===== config.mk =====
export PLATFORM = sky130hd
export DESIGN_NAME = wave_trigger_reader
export DESIGN_NICKNAME = d
export VERILOG_FILES = /design/src/rtl/wave_pkg.sv /design/src/rtl/trig_detect.sv /design/src/rtl/wave_trigger_reader.sv
export SDC_FILE = /design/constraint.sdc
export NUM_CORES = 1
export LEC_CHECK = 0
export ABC_AREA = 1
export BUFFER_PORTS_ARGS = -buffer_cell sky130_fd_sc_hd__buf_2
export CORE_AREA = 4 4 104 106
export DETAILED_ROUTE_END_ITERATION = 12
export DIE_AREA = 0 0 108 110
export HOLD_SLACK_MARGIN = 0.03
export PLACE_DENSITY = 0.79
export SLEW_MARGIN = 40
export SYNTH_ARGS = -nofsm -noshare
export SYNTH_HDL_FRONTEND = slang
export SYNTH_SLANG_ARGS = --single-unit

===== constraint.sdc =====
create_clock -name clk_system -period 2.55 [get_ports clk_system]
set_input_delay 0.51 -clock clk_system [delete_from_list [all_inputs] [get_ports clk_system]]
set_output_delay 0.51 -clock clk_system [all_outputs]
set_load 0.01 [all_outputs]

===== src/rtl/wave_pkg.sv =====
// Shared types and default sizes for the triggered waveform reader.
package wave_pkg;

  localparam int SAMPLING_NUM_DEF = 38400;
  localparam int WINDOW_LEN_DEF   = 640;

  typedef enum logic [1:0] {
    S_IDLE,
    S_SEARCH,
    S_STREAM,
    S_DONE
  } state_t;

endpackage


===== src/rtl/trig_detect.sv =====
// Threshold-crossing detector: latches gate/slope at start, tracks the
// previous sample and flags the first qualifying crossing.
module trig_detect (
  input  logic       clk,
  input  logic       rst_n,
  input  logic       i_clr,
  input  logic [7:0] i_gate,
  input  logic       i_slope,
  input  logic       i_sv,
  input  logic [7:0] i_data,
  output logic       o_hit,
  output logic       o_found
);

  logic [7:0] r_gate;
  logic       r_slope;
  logic [7:0] r_prev;
  logic       r_pv;
  logic       r_found;
  logic       w_rise;
  logic       w_fall;

  assign w_rise  = (r_prev < r_gate) && (i_data >= r_gate);
  assign w_fall  = (r_prev > r_gate) && (i_data <= r_gate);
  assign o_hit   = i_sv && r_pv && (r_slope ? w_fall : w_rise);
  assign o_found = r_found;

  always_ff @(posedge clk or negedge rst_n) begin
    if (!rst_n) begin
      r_gate  <= '0;
      r_slope <= 1'b0;
      r_prev  <= '0;
      r_pv    <= 1'b0;
      r_found <= 1'b0;
    end else if (i_clr) begin
      r_gate  <= i_gate;
      r_slope <= i_slope;
      r_pv    <= 1'b0;
      r_found <= 1'b0;
    end else if (i_sv) begin
      r_prev <= i_data;
      r_pv   <= 1'b1;
      if (o_hit) r_found <= 1'b1;
    end
  end

endmodule


===== src/rtl/wave_trigger_reader.sv =====
// Triggered capture from sample RAM into a valid/ready pixel stream.
// Define WAVE_TRIGGER_SLOPE_EN to add the Trig_Slope (falling) option.
module wave_trigger_reader
  import wave_pkg::*;
#(
  parameter int SAMPLING_NUM = SAMPLING_NUM_DEF,
  parameter int WINDOW_LEN   = WINDOW_LEN_DEF,
  parameter int ADDR_W       = 18
) (
  input  logic              clk_system,
  input  logic              Rst,
  input  logic              Start,
  input  logic [7:0]        Trigger_Gate,
`ifdef WAVE_TRIGGER_SLOPE_EN
  input  logic              Trig_Slope,
`endif
  input  logic [7:0]        Ram_Data,
  output logic [ADDR_W-1:0] Read_Addr,
  output logic [7:0]        Pix_Data,
  output logic              Pix_Valid,
  input  logic              Pix_Ready,
  output logic              Busy,
  output logic              Trig_Found,
  output logic              Done
);

  localparam int CW = $clog2(WINDOW_LEN + 1);
  localparam logic [ADDR_W-1:0] LAST = ADDR_W'(SAMPLING_NUM - 1);

  state_t            r_state;
  state_t            w_next;
  logic [ADDR_W-1:0] r_addr;
  logic [ADDR_W-1:0] r_sa;
  logic              r_sv;
  logic              r_end;
  logic [CW-1:0]     r_icnt;
  logic [CW-1:0]     r_xcnt;
  logic              r_inf;
  logic              r_pf_v;
  logic [7:0]        r_pf;
  logic [7:0]        r_pix;
  logic              r_pix_v;
  logic              w_start;
  logic              w_sv;
  logic              w_hit;
  logic              w_slope;
  logic              w_xfer;
  logic              w_last_x;
  logic              w_issue;
  logic [1:0]        w_occ_n;

`ifdef WAVE_TRIGGER_SLOPE_EN
  assign w_slope = Trig_Slope;
`else
  assign w_slope = 1'b0;
`endif

  assign w_start  = (r_state == S_IDLE) && Start;
  assign w_sv     = r_sv && (r_state == S_SEARCH);
  assign w_xfer   = r_pix_v && Pix_Ready;
  assign w_last_x = w_xfer && (r_xcnt == CW'(WINDOW_LEN - 1));

  // Output slot + prefetch slot; never let reads outrun free space.
  assign w_occ_n = 2'(r_pix_v) + 2'(r_pf_v) + 2'(r_inf) - 2'(w_xfer);
  assign w_issue = (r_state == S_STREAM) && (r_icnt != CW'(WINDOW_LEN))
                && (w_occ_n <= 2'd1);

  assign Read_Addr = r_addr;
  assign Pix_Data  = r_pix;
  assign Pix_Valid = r_pix_v;
  assign Busy      = (r_state == S_SEARCH) || (r_state == S_STREAM);
  assign Done      = (r_state == S_DONE);

  trig_detect u_trig (
    .clk     (clk_system),
    .rst_n   (Rst),
    .i_clr   (w_start),
    .i_gate  (Trigger_Gate),
    .i_slope (w_slope),
    .i_sv    (w_sv),
    .i_data  (Ram_Data),
    .o_hit   (w_hit),
    .o_found (Trig_Found)
  );

  always_comb begin
    w_next = r_state;
    unique case (r_state)
      S_IDLE:   if (Start) w_next = S_SEARCH;
      S_SEARCH: if (w_sv && (w_hit || r_sa == LAST)) w_next = S_STREAM;
      S_STREAM: if (w_last_x) w_next = S_DONE;
      S_DONE:   w_next = S_IDLE;
    endcase
  end

  always_ff @(posedge clk_system or negedge Rst) begin
    if (!Rst) r_state <= S_IDLE;
    else      r_state <= w_next;
  end

  always_ff @(posedge clk_system or negedge Rst) begin
    if (!Rst) begin
      r_addr  <= '0;
      r_sa    <= '0;
      r_sv    <= 1'b0;
      r_end   <= 1'b0;
      r_icnt  <= '0;
      r_xcnt  <= '0;
      r_inf   <= 1'b0;
      r_pf_v  <= 1'b0;
      r_pf    <= '0;
      r_pix   <= '0;
      r_pix_v <= 1'b0;
    end else begin
      r_sv  <= 1'b0;
      r_inf <= w_issue;
      unique case (r_state)
        S_IDLE: begin
          if (Start) begin
            r_addr <= '0;
            r_end  <= 1'b0;
            r_icnt <= '0;
            r_xcnt <= '0;
          end
        end
        S_SEARCH: begin
          r_sv <= !r_end;
          r_sa <= r_addr;
          if (!r_end) begin
            if (r_addr == LAST) r_end <= 1'b1;
            else                r_addr <= r_addr + ADDR_W'(1);
          end
          // Stream origin: trigger address, or 0 when none found.
          if (w_sv && w_hit)              r_addr <= r_sa;
          else if (w_sv && r_sa == LAST)  r_addr <= '0;
        end
        S_STREAM: begin
          if (w_issue) begin
            r_addr <= (r_addr == LAST) ? '0 : r_addr + ADDR_W'(1);
            r_icnt <= r_icnt + CW'(1);
          end
          if (w_xfer) r_xcnt <= r_xcnt + CW'(1);
          if (w_xfer || !r_pix_v) begin
            if (r_pf_v) begin
              r_pix   <= r_pf;
              r_pix_v <= 1'b1;
              r_pf_v  <= r_inf;
              if (r_inf) r_pf <= Ram_Data;
            end else if (r_inf) begin
              r_pix   <= Ram_Data;
              r_pix_v <= 1'b1;
            end else begin
              r_pix_v <= 1'b0;
            end
          end else if (r_inf) begin
            r_pf   <= Ram_Data;
            r_pf_v <= 1'b1;
          end
        end
        S_DONE: ;
      endcase
    end
  end

endmodule


Word-level counts from Yosys, hierarchy flattened
Cells that the tools add are included.
{ "word_totals": {"ff_bits": 97, "out_inout_bits": 30} }
{ "op_classes": {"reduce_logical": 36, "addsub": 6, "eq_ne": 15, "muxes": 37, "n_lt_le_gt_ge": 3, "bitwise_logic": 1} }
{ "ops": {"columns": ["cell", "n"], "rows": [
  ["$mux W18", 7],
  ["$pmux W18 S3", 1],
  ["$mux W8", 5],
  ["$pmux W10 S2", 2],
  ["$eq A18 B16 Y1 const B", 2],
  ["$mux W10", 3],
  ["$add A10 B1 Y10 const B", 2],
  ["$add A18 B1 Y18 const B", 1],
  ["$mux W1", 14],
  ["$logic_and A1 B1 Y1", 12],
  ["$reduce_and A2 Y1", 6],
  ["$reduce_and A3 Y1", 4],
  ["$reduce_bool A2 Y1", 6],
  ["$eq A10 B10 Y1 const B", 1],
  ["$ne A10 B10 Y1 const B", 1],
  ["$ne A2 B2 Y1 const B", 5],
  ["$ge A8 B8 Y1", 1],
  ["$lt A8 B8 Y1", 1],
  ["$ne A4 B2 Y1 const B", 2],
  ["$pmux W2 S4", 1],
  ["$mux W2", 3],
  ["$reduce_and A5 Y1", 1],
  ["$eq A2 B2 Y1 const B", 2],
  ["$logic_or A1 B1 Y1", 3],
  ["other kinds (11)", 12]
]} }

Longest topological paths before layout
Gate-level depths: netlist (run 1).
{ "logic_depth": {"depth_word": 8, "depth_mapped": 17, "depth_no_buf": 16} }

By module
A second synthesis (run 1) with hierarchy kept.
{ "unflattened": {"hier_cells": 739, "hier_area_um2": 5680.4} }
{ "modules_own_cells": {"columns": ["module", "instances", "area_each_um2", "seq_area_each_um2", "cells_per_inst"], "rows": [
  ["wave_trigger_reader", 1, 4518.1, 1976.9, 609],
  ["trig_detect", 1, 1162.4, 475.5, 130]
]} }

Least setup slack after synthesis (run 1)
Ideal clock, no wire load.
{ "synth_timing": {"path_kind": "input to register", "start": "in Pix_Ready", "end": "reg r_icnt[6]", "path_slack_ps": 197, "setup_time_ps": 95, "cell_stages": 14, "n_path_buf": 1, "t_arrival_ps": 2258, "t_required_ps": 2455, "path_cell_list": "nand2_1 inv_1 ha_1 inv_1 ha_1 a21oi_1 xnor2_1 clkinv_1 o21ai_1 nand2_1 nand2_1 clkbuf_1 nand2_1 o31ai_1"} }
{ "synth_between": {"elab_chain_len": 6} }
{ "synth_rtl": {"columns": ["item", "line", "text"], "rows": [
  ["start: declaration", "wave_trigger_reader.sv:21", "input logic Pix_Ready,"],
  ["$logic_and A1 B1 Y1", "wave_trigger_reader.sv:60", "assign w_xfer = r_pix_v && Pix_Ready;"],
  ["$sub A2 B1 Y2", "wave_trigger_reader.sv:64", "assign w_occ_n = 2'(r_pix_v) + 2'(r_pf_v) + 2'(r_inf) - 2'(w_xfer);"],
  ["$le A2 B1 Y1", "wave_trigger_reader.sv:66", "&& (w_occ_n <= 2'd1);"],
  ["$logic_and A1 B1 Y1", "wave_trigger_reader.sv:66", null],
  ["$ne A2 B2 Y1 (no source line)", null, null],
  ["$reduce_and A3 Y1 (no source line)", null, null],
  ["end signal: assignment", "wave_trigger_reader.sv:140", "r_icnt <= r_icnt + CW'(1);"],
  ["end: declaration", "wave_trigger_reader.sv:36", "logic [CW-1:0] r_icnt;"]
]} }
No other way between the ends.
A chain may end at the register's enable or synchronous reset.

Worst setup path after layout (run 1)
{ "layout_timing": {"start": "reg r_pix_v, in the netlist Pix_Valid", "end": "reg r_addr[10], in the netlist Read_Addr[10]"} }
{ "layout_between": {"elab_chain_len": 7, "elab_cells_between_ends": 8, "cone_classes": "3 x add/sub; 1 x order compare; 1 x eq/ne; 3 x reduce/logical"} }
{ "layout_rtl": {"columns": ["item", "line", "text"], "rows": [
  ["start: declaration", "wave_trigger_reader.sv:42", "logic r_pix_v;"],
  ["start signal: assignment", "wave_trigger_reader.sv:113", "r_pix_v <= 1'b0;"],
  ["start signal: assignment", "wave_trigger_reader.sv:146", "r_pix_v <= 1'b1;"],
  ["start signal: assignment", "wave_trigger_reader.sv:151", "r_pix_v <= 1'b1;"],
  ["$add A1 B1 Y2", "wave_trigger_reader.sv:64", null],
  ["$add A2 B1 Y2", "wave_trigger_reader.sv:64", null],
  ["$sub A2 B1 Y2 *", "wave_trigger_reader.sv:64", null],
  ["$le A2 B1 Y1 *", "wave_trigger_reader.sv:66", null],
  ["$logic_and A1 B1 Y1 *", "wave_trigger_reader.sv:66", null],
  ["$ne A2 B2 Y1 (no source line) *", null, null],
  ["$reduce_and A5 Y1 (no source line) *", null, null],
  ["end signal: assignment", "wave_trigger_reader.sv:131", "else r_addr <= r_addr + ADDR_W'(1);"],
  ["end signal: assignment", "wave_trigger_reader.sv:134", "if (w_sv && w_hit) r_addr <= r_sa;"],
  ["end signal: assignment", "wave_trigger_reader.sv:139", "r_addr <= (r_addr == LAST) ? '0 : r_addr + ADDR_W'(1);"],
  ["end: declaration", "wave_trigger_reader.sv:32", "logic [ADDR_W-1:0] r_addr;"]
]} }
Every way passes the cells marked *; elsewhere a longest branch is shown, timed or not.

==> impl_metrics.ini, run 1 <==
[placement]
place_hpwl_um = 10090
place_area_mm2 = 0.006300
weighted_congestion_at_the_end_of_routability_driven_global_placement = 0.9439
placement.io_buffers = 49
place_ws_ps = 11.62

[min_path]
hold_path.class = in -> async

[sta]
final_total_negative_setup_slack_ps = 0
report.final.hold_viol_count = 0
slew_violations = 0
fmax_ghz = 0.4367
layout_min_cycle_time_ps = 2290
slew-limit-headroom = 0.5853
rsz0062_at_grt = no
setup-violations-final = 0
setup_ws_ps = 260.1
worst_slew_pin_tran_ps = 619.8
final.period_utilization = 0.8980
post_route_skew_ps = 16.32

[yosys]
seq_area_frac_synth = 0.4172
yosys.area_share.simple = 0.3295
async_flop_share = 1.000
post_synth_mux_area_share = 0
synth-compound-area-share = 0.09290
synth_enable_flop_cells = 0
synthesis.yosys.warnings = 0
mapped_nets = 844
synth_xor_area_frac = 0.02409
synthesized_instance_count = 798
synth_cell_types = 40
combinational_family_with_the_most_area_after_synthesis = simple AND/OR/NAND/NOR gates
count_of_state_elements_after_synthesis = 97
mappedNetlistArea_mm2 = 0.005818
synth_adder_area_share = 0.05591
post_synth.cell_area_avg_um2 = 7.291
synth_top_flop_cell = dfrtp_1

[floorplan]
die_ar_mm2 = 0.01188
floorplan.initialDensity = 0.5952
core_area_mm2 = 0.009774
io-pin-count = 50
chipWidth_um = 108
die_height_um = 110
rows = 36

[clocking]
tritoncts = done
htree_num_levels = 3
worst_setup_hold_path_clk_slew_ps = 110
clockBufferDepth = 2
cts-buffers-inserted = 9
root_buffer = clkbuf_8
cts_num_sinks = 97
worstSkewPairLatency_ps = 380

[critical_path]
crit_fanout = 8
arrival_ps = 2550
setup.worst_path.end_class = flop
critPathKind = reg -> reg
critPathLaunchType = flop
timing.critical_path.required_ps = 2810

[pwr]
totalPowerFinal_mw = 5.508
leakage_nw = 3.437
ir_drop_v = 0.0004864
power_density_normalized_to_cell_area_mw_per_mm2 = 845.3

[route]
initialDrtViolationCount = 324
drt-pass1-iter-count = 6
drc = 0
final_antenna_net_count = 0
vias_per_cell = 5.422
wl_per_cell_um = 13.85
drt_wl_total_um = 13740
dr_total_vias = 5379

[cells_and_area]
layout.cell_area.non_filler_mm2 = 0.006516
layout.cells.most_common = nand2_1
area_growth_pct = 12.00
final_cell_mix = nand2_1 (284), dfrtp_1 (97), inv_1 (84)
drive_above_1_share = 0.1397
finish.net_count = 900
antenna_cells_inserted = 0

[run]
maxCapViolations = 0

[global_routing]
first_pass_grt_wire_length_um = 23930
grt_antenna_before_repair = 0
vias_in_the_first_global_route = 5185
global_route.usage.total = 0.2488
largest_net_degree_at_the_start_of_global_routing = 50
leftover_overflow_at_the_end_of_global_routing = 0

[run_status]
status = finished, final reports clean
## routing by layer
layer	GRT usage	routed length, um	share of wire	vias to the layer above
li1	-	-	-	2653
met1	0.3346	6192	0.45	2539
met2	0.4174	6630	0.48	158
met3	0.03320	669	0.049	29
met4	0.08566	248	0.018	0
met5	0	0	0	-
## synthesized netlist by cell type, types with 4 or more instances
cell type / n / area, um2
xor2_1: 13 / 113.9
nand3b_1: 4 / 30.03
nand2_1: 285 / 1070
nand3_2: 4 / 40.04
inv_1: 84 / 315.3
nor3_1: 10 / 50.05
ha_1: 26 / 325.3
dfrtp_1: 97 / 2427
clkinv_1: 4 / 15.01
nor2_1: 46 / 172.7
o21ai_0: 66 / 330.3
buf_2: 4 / 20.02
nand4_1: 16 / 100.1
clkbuf_1: 15 / 56.30
o31ai_1: 6 / 45.04
nand2_2: 12 / 75.07
o21ai_1: 6 / 30.03
nand3_1: 51 / 255.2
a21oi_1: 16 / 80.08
## timing repair
action | in CTS | in global routing
hold buffers | 0 | 0
buffers inserted | 0 | 0
gates resized for setup | 0 | 4
setup endpoints to repair | 0 | 28
## sequential cells by signal, indices dropped and copies added, names as in the netlist
signal          count
r_end               1
u_trig.o_found      1
Read_Addr          18
u_trig.r_gate       8
r_inf               1
u_trig.r_pv         1
r_sv                1
Pix_Data            8
u_trig.r_prev       8
r_xcnt             10
r_state             2
r_pf_v              1
Pix_Valid           1
r_sa               18
r_pf                8
r_icnt             10
## per-stage QoR
stage            util  cells  hold slack [ps]
2_1_floorplan       -    798            214.4
3_3_place_gp   0.6440    975            417.2
3_5_place_dp   0.6445    976            421.8
4_1_cts        0.6646    992            52.56
5_1_grt        0.6667    992            56.02
6_report       0.6667    992            47.23
## worst paths after layout
path,startpoint,to,slack [ps],cells past startpoint
max in group asynchronous,Rst,r_xcnt[1],1870,2
min,Rst,Pix_Data[2],50,1
max reg2reg,Pix_Valid,Read_Addr[10],260,15
min reg2reg,r_end,r_sv,450,1
min in group clk_system,Trigger_Gate[0],u_trig.r_gate[0],340,3
max,Pix_Valid,Read_Addr[10],260,15
## power breakdown
group | switching (mW) | internal (mW)
Combinational | 1.58 | 0.841
Sequential | 0.206 | 1.88
Clock | 0.615 | 0.385
## logic make-up (layout without fill, tap and decap cells)
group | Yosys count | in the layout
buf+inv | 116 | 177
fa+ha+maj | 26 | 26
flops | 97 | 97
simple gates | 442 | 442
xor+xnor | 16 | 16
compound gates | 101 | 101
## cell type report
cell class / count / area, um2
Multi-Input combinational cell: 585 / 2943
Sequential cell: 97 / 2427
Timing Repair Buffer: 69 / 432.9
Clock inverter: 7 / 72.57
Inverter: 92 / 350.3
Tap cell: 133 / 166.4
Clock buffer: 9 / 123.9
Fill cell: 864 / 3258
## critical path, cell delays in order (launching register included)
cell and delay (ps):
dfrtp_1 430, nand2_1 110, inv_1 50, ha_1 260
inv_1 40, ha_1 260, a21oi_1 170, xnor2_1 150
clkinv_1 100, o21ai_2 90, a21oi_2 100, nand2_4 110
nor2_8 50, buf_12 140, nand2_2 60, nand2_1 50
Note: power is estimated with default switching activity, not from simulation.
==> run 2: changes to the inputs <==
Settings changed: ABC_AREA 1 to unset, PLACE_DENSITY 0.79 to 0.75.
Clock period 2.55 ns to 2.05 ns, I/O delays scaled along.
==> impl_metrics.ini, run 2 <==
[sta]
layout_min_cycle_time_ps = 2557
post_route_skew_ps = 11.55
fmax_ghz = 0.3910
slew-limit-headroom = 0.4880
setup_ws_ps = -507.3
worst_slew_pin_tran_ps = 764.6
setup-violations-final = 41
final.period_utilization = 1.247
slew_violations = 0
report.final.hold_viol_count = 0
rsz0062_at_grt = yes

[route]
drc = 0
drt_wl_total_um = 13900
wl_per_cell_um = 17.76
final_antenna_net_count = 0
vias_per_cell = 5.685
drt-pass1-iter-count = 5
dr_total_vias = 4451
initialDrtViolationCount = 265

[cells_and_area]
seqCellArea_mm2 = 0.002427
area_growth_pct = 35.41
final_cell_mix = dfrtp_1 (97), buf_4 (94), buf_2 (48)
layout.cells.most_common = dfrtp_1
finish.net_count = 691
antenna_cells_inserted = 0
drive_above_1_share = 0.4431
postLayoutCoreUtil = 0.7186
finish.cell_count_without_fillers = 783
multi_input_comb_area_mm2 = 0.002878
final.fill_count = 663

[pwr]
p_int_mw = 5.529
leakage_nw = 3.274
ir_drop_v = 0.0006826
switchingPower_mw = 3.597
combPwrFrac = 0.557
totalPowerFinal_mw = 9.126
power_frac_clock = 0.155
power_density_normalized_to_cell_area_mw_per_mm2 = 1299
switching_share = 0.3942
sequential_share_of_power = 0.288

[floorplan]
floorplan.initialDensity = 0.5307
die_height_um = 110
core_area_mm2 = 0.009774
rows = 36
die_ar_mm2 = 0.01188
chipWidth_um = 108
io-pin-count = 50

[yosys]
seq_area_frac_synth = 0.4679
synth_common_cells = dfrtp_1 (97), mux2_2 (42), nand2_1 (37), nor2_1 (32), inv_1 (29)
synthesis.yosys.warnings = 0
yosys.area.top_type_share = 0.4679
synthTopCellsByArea = dfrtp_1 (47%), mux2_2 (9.1%), ha_1 (6.3%)
count_of_state_elements_after_synthesis = 97
mappedNetlistArea_mm2 = 0.005187
synth_cell_types = 59
synth_top_flop_cell = dfrtp_1
mapped_nets = 529
synthesized_instance_count = 483
async_flop_share = 1.000
netlist.top_cell.by_area = dfrtp_1
yosys.cell_count.top_type = dfrtp_1
synth_enable_flop_cells = 0
post_synth.cell_area_avg_um2 = 10.74

[critical_path]
critical_path.max_stage_delay_ps = 410
arrival_ps = 2810
crit_fanout = 6
worst_path_max_delay_cell = dfrtp_1
critPathKind = reg -> reg
setup.worst_path.end_class = flop
critPathLaunchType = flop
timing.critical_path.required_ps = 2300
chain_of_cells_forming_the_critical_path = nand2_2 -> inv_2 -> ha_4 -> inv_2 -> ha_4 -> a21oi_2 -> xor2_1 -> a21oi_2 -> nor3b_2 -> buf_4 -> o21a_4 -> o21ai_2 -> a211o_1

[min_path]
hold_path.class = in -> reg

[global_routing]
first_pass_grt_wire_length_um = 22450
global_route.usage.total = 0.2371
vias_in_the_first_global_route = 4704
leftover_overflow_at_the_end_of_global_routing = 0
largest_net_degree_at_the_start_of_global_routing = 39
grt_antenna_before_repair = 0

[placement]
place_hpwl_um = 9211
place_ws_ps = -641.6
placement.io_buffers = 49
weighted_congestion_at_the_end_of_routability_driven_global_placement = 0.9218
placed_instances = 745

[clocking]
worstSkewPairLatency_ps = 370
cts_num_sinks = 97
tritoncts = done
cts-buffers-inserted = 9
clockBufferDepth = 2
root_buffer = clkbuf_8
worst_setup_hold_path_clk_slew_ps = 100
htree_num_levels = 3

[run]
maxCapViolations = 0

[run_status]
violated_checks = negative setup slack
status = finished, violations left
run 2: cell families (layout without fill, tap and decap cells):
family | count (synthesis) | after routing | synth area share
flops | 97 | 97 | 0.4679
buf+inv | 43 | 208 | 0.03738
simple gates | 145 | 146 | 0.1459
mux | 52 | 52 | 0.1105
xor+xnor | 17 | 17 | 0.02870
compound gates | 103 | 104 | 0.1469
fa+ha+maj | 26 | 26 | 0.06271
run 2: path summary, 6_finish.rpt:
kind                                      start          endpoint  slack (ps)  depth (start not counted)
worst max-delay path                  Pix_Valid     Read_Addr[17]        -510                         13
worst min-delay path            Trigger_Gate[0]  u_trig.r_gate[0]         270                          2
worst max register to register        Pix_Valid     Read_Addr[17]        -510                         13
worst min register to register      Pix_Data[2]       Pix_Data[2]         480                          2
max in group asynchronous                   Rst  u_trig.r_prev[2]         920                          3
min in group asynchronous                   Rst         r_icnt[7]         550                          2
run 2: timing repair:
action	in CTS	in global routing
pin swaps	20	17
setup buffers	15	7
hold buffers	1	0
endpoints found under the hold margin	28	0
gates cloned	2	0
setup endpoints to repair	34	40
gates resized for setup	39	31
run 2: power by group through the flow:
stage | sequential, mW | clock, mW | combinational (mW)
after floorplan | 2.67 | 0 | 2.55
after global placement | 2.62 | 0 | 3.95
after detailed placement | 2.65 | 0 | 4.10
after CTS | 2.62 | 1.44 | 4.61
after global routing | 2.68 | 1.52 | 5.45
final | 2.63 | 1.42 | 5.08
run 2: per-layer routing:
metal / wire, um / part of all wire / GRT usage
met1: 5824 / 0.42 / 0.3000
met2: 7292 / 0.52 / 0.4152
met3: 620 / 0.045 / 0.04252
met4: 166 / 0.012 / 0.07484
met5: 0 / 0 / 0
run 2: area by class of cell:
| cell class | count | area share |
|---|---|---|
| clock buffers | 10 | 0.01959 |
| clock inverters | 6 | 0.01283 |
| inverters | 29 | 0.01550 |
| multi-input cells | 345 | 0.4097 |
| flip-flops and latches | 97 | 0.3456 |
| well taps | 133 | 0.02369 |
| repair buffers | 163 | 0.1731 |
run 2: worst max-delay path, delay by kind of cell, from the launching register on:
family,cells,cell delay [ps]
compound gates,5,800
flops,1,410
xor+xnor,1,250
fa+ha+maj,2,450
simple gates,2,260
buf+inv,3,250
run 2: stage by stage:
stage / setup TNS, ps / cell area [um2] / hold WS (ps)
finish: -13430 / 7024 / 265.0
global route: -16610 / 7024 / 255.3
CTS: -10060 / 6843 / 250.0
detailed placement: -15670 / 6315 / 421.2
global placement: -14310 / 6315 / 417.2
floorplan: -9027 / 5233 / 114.4
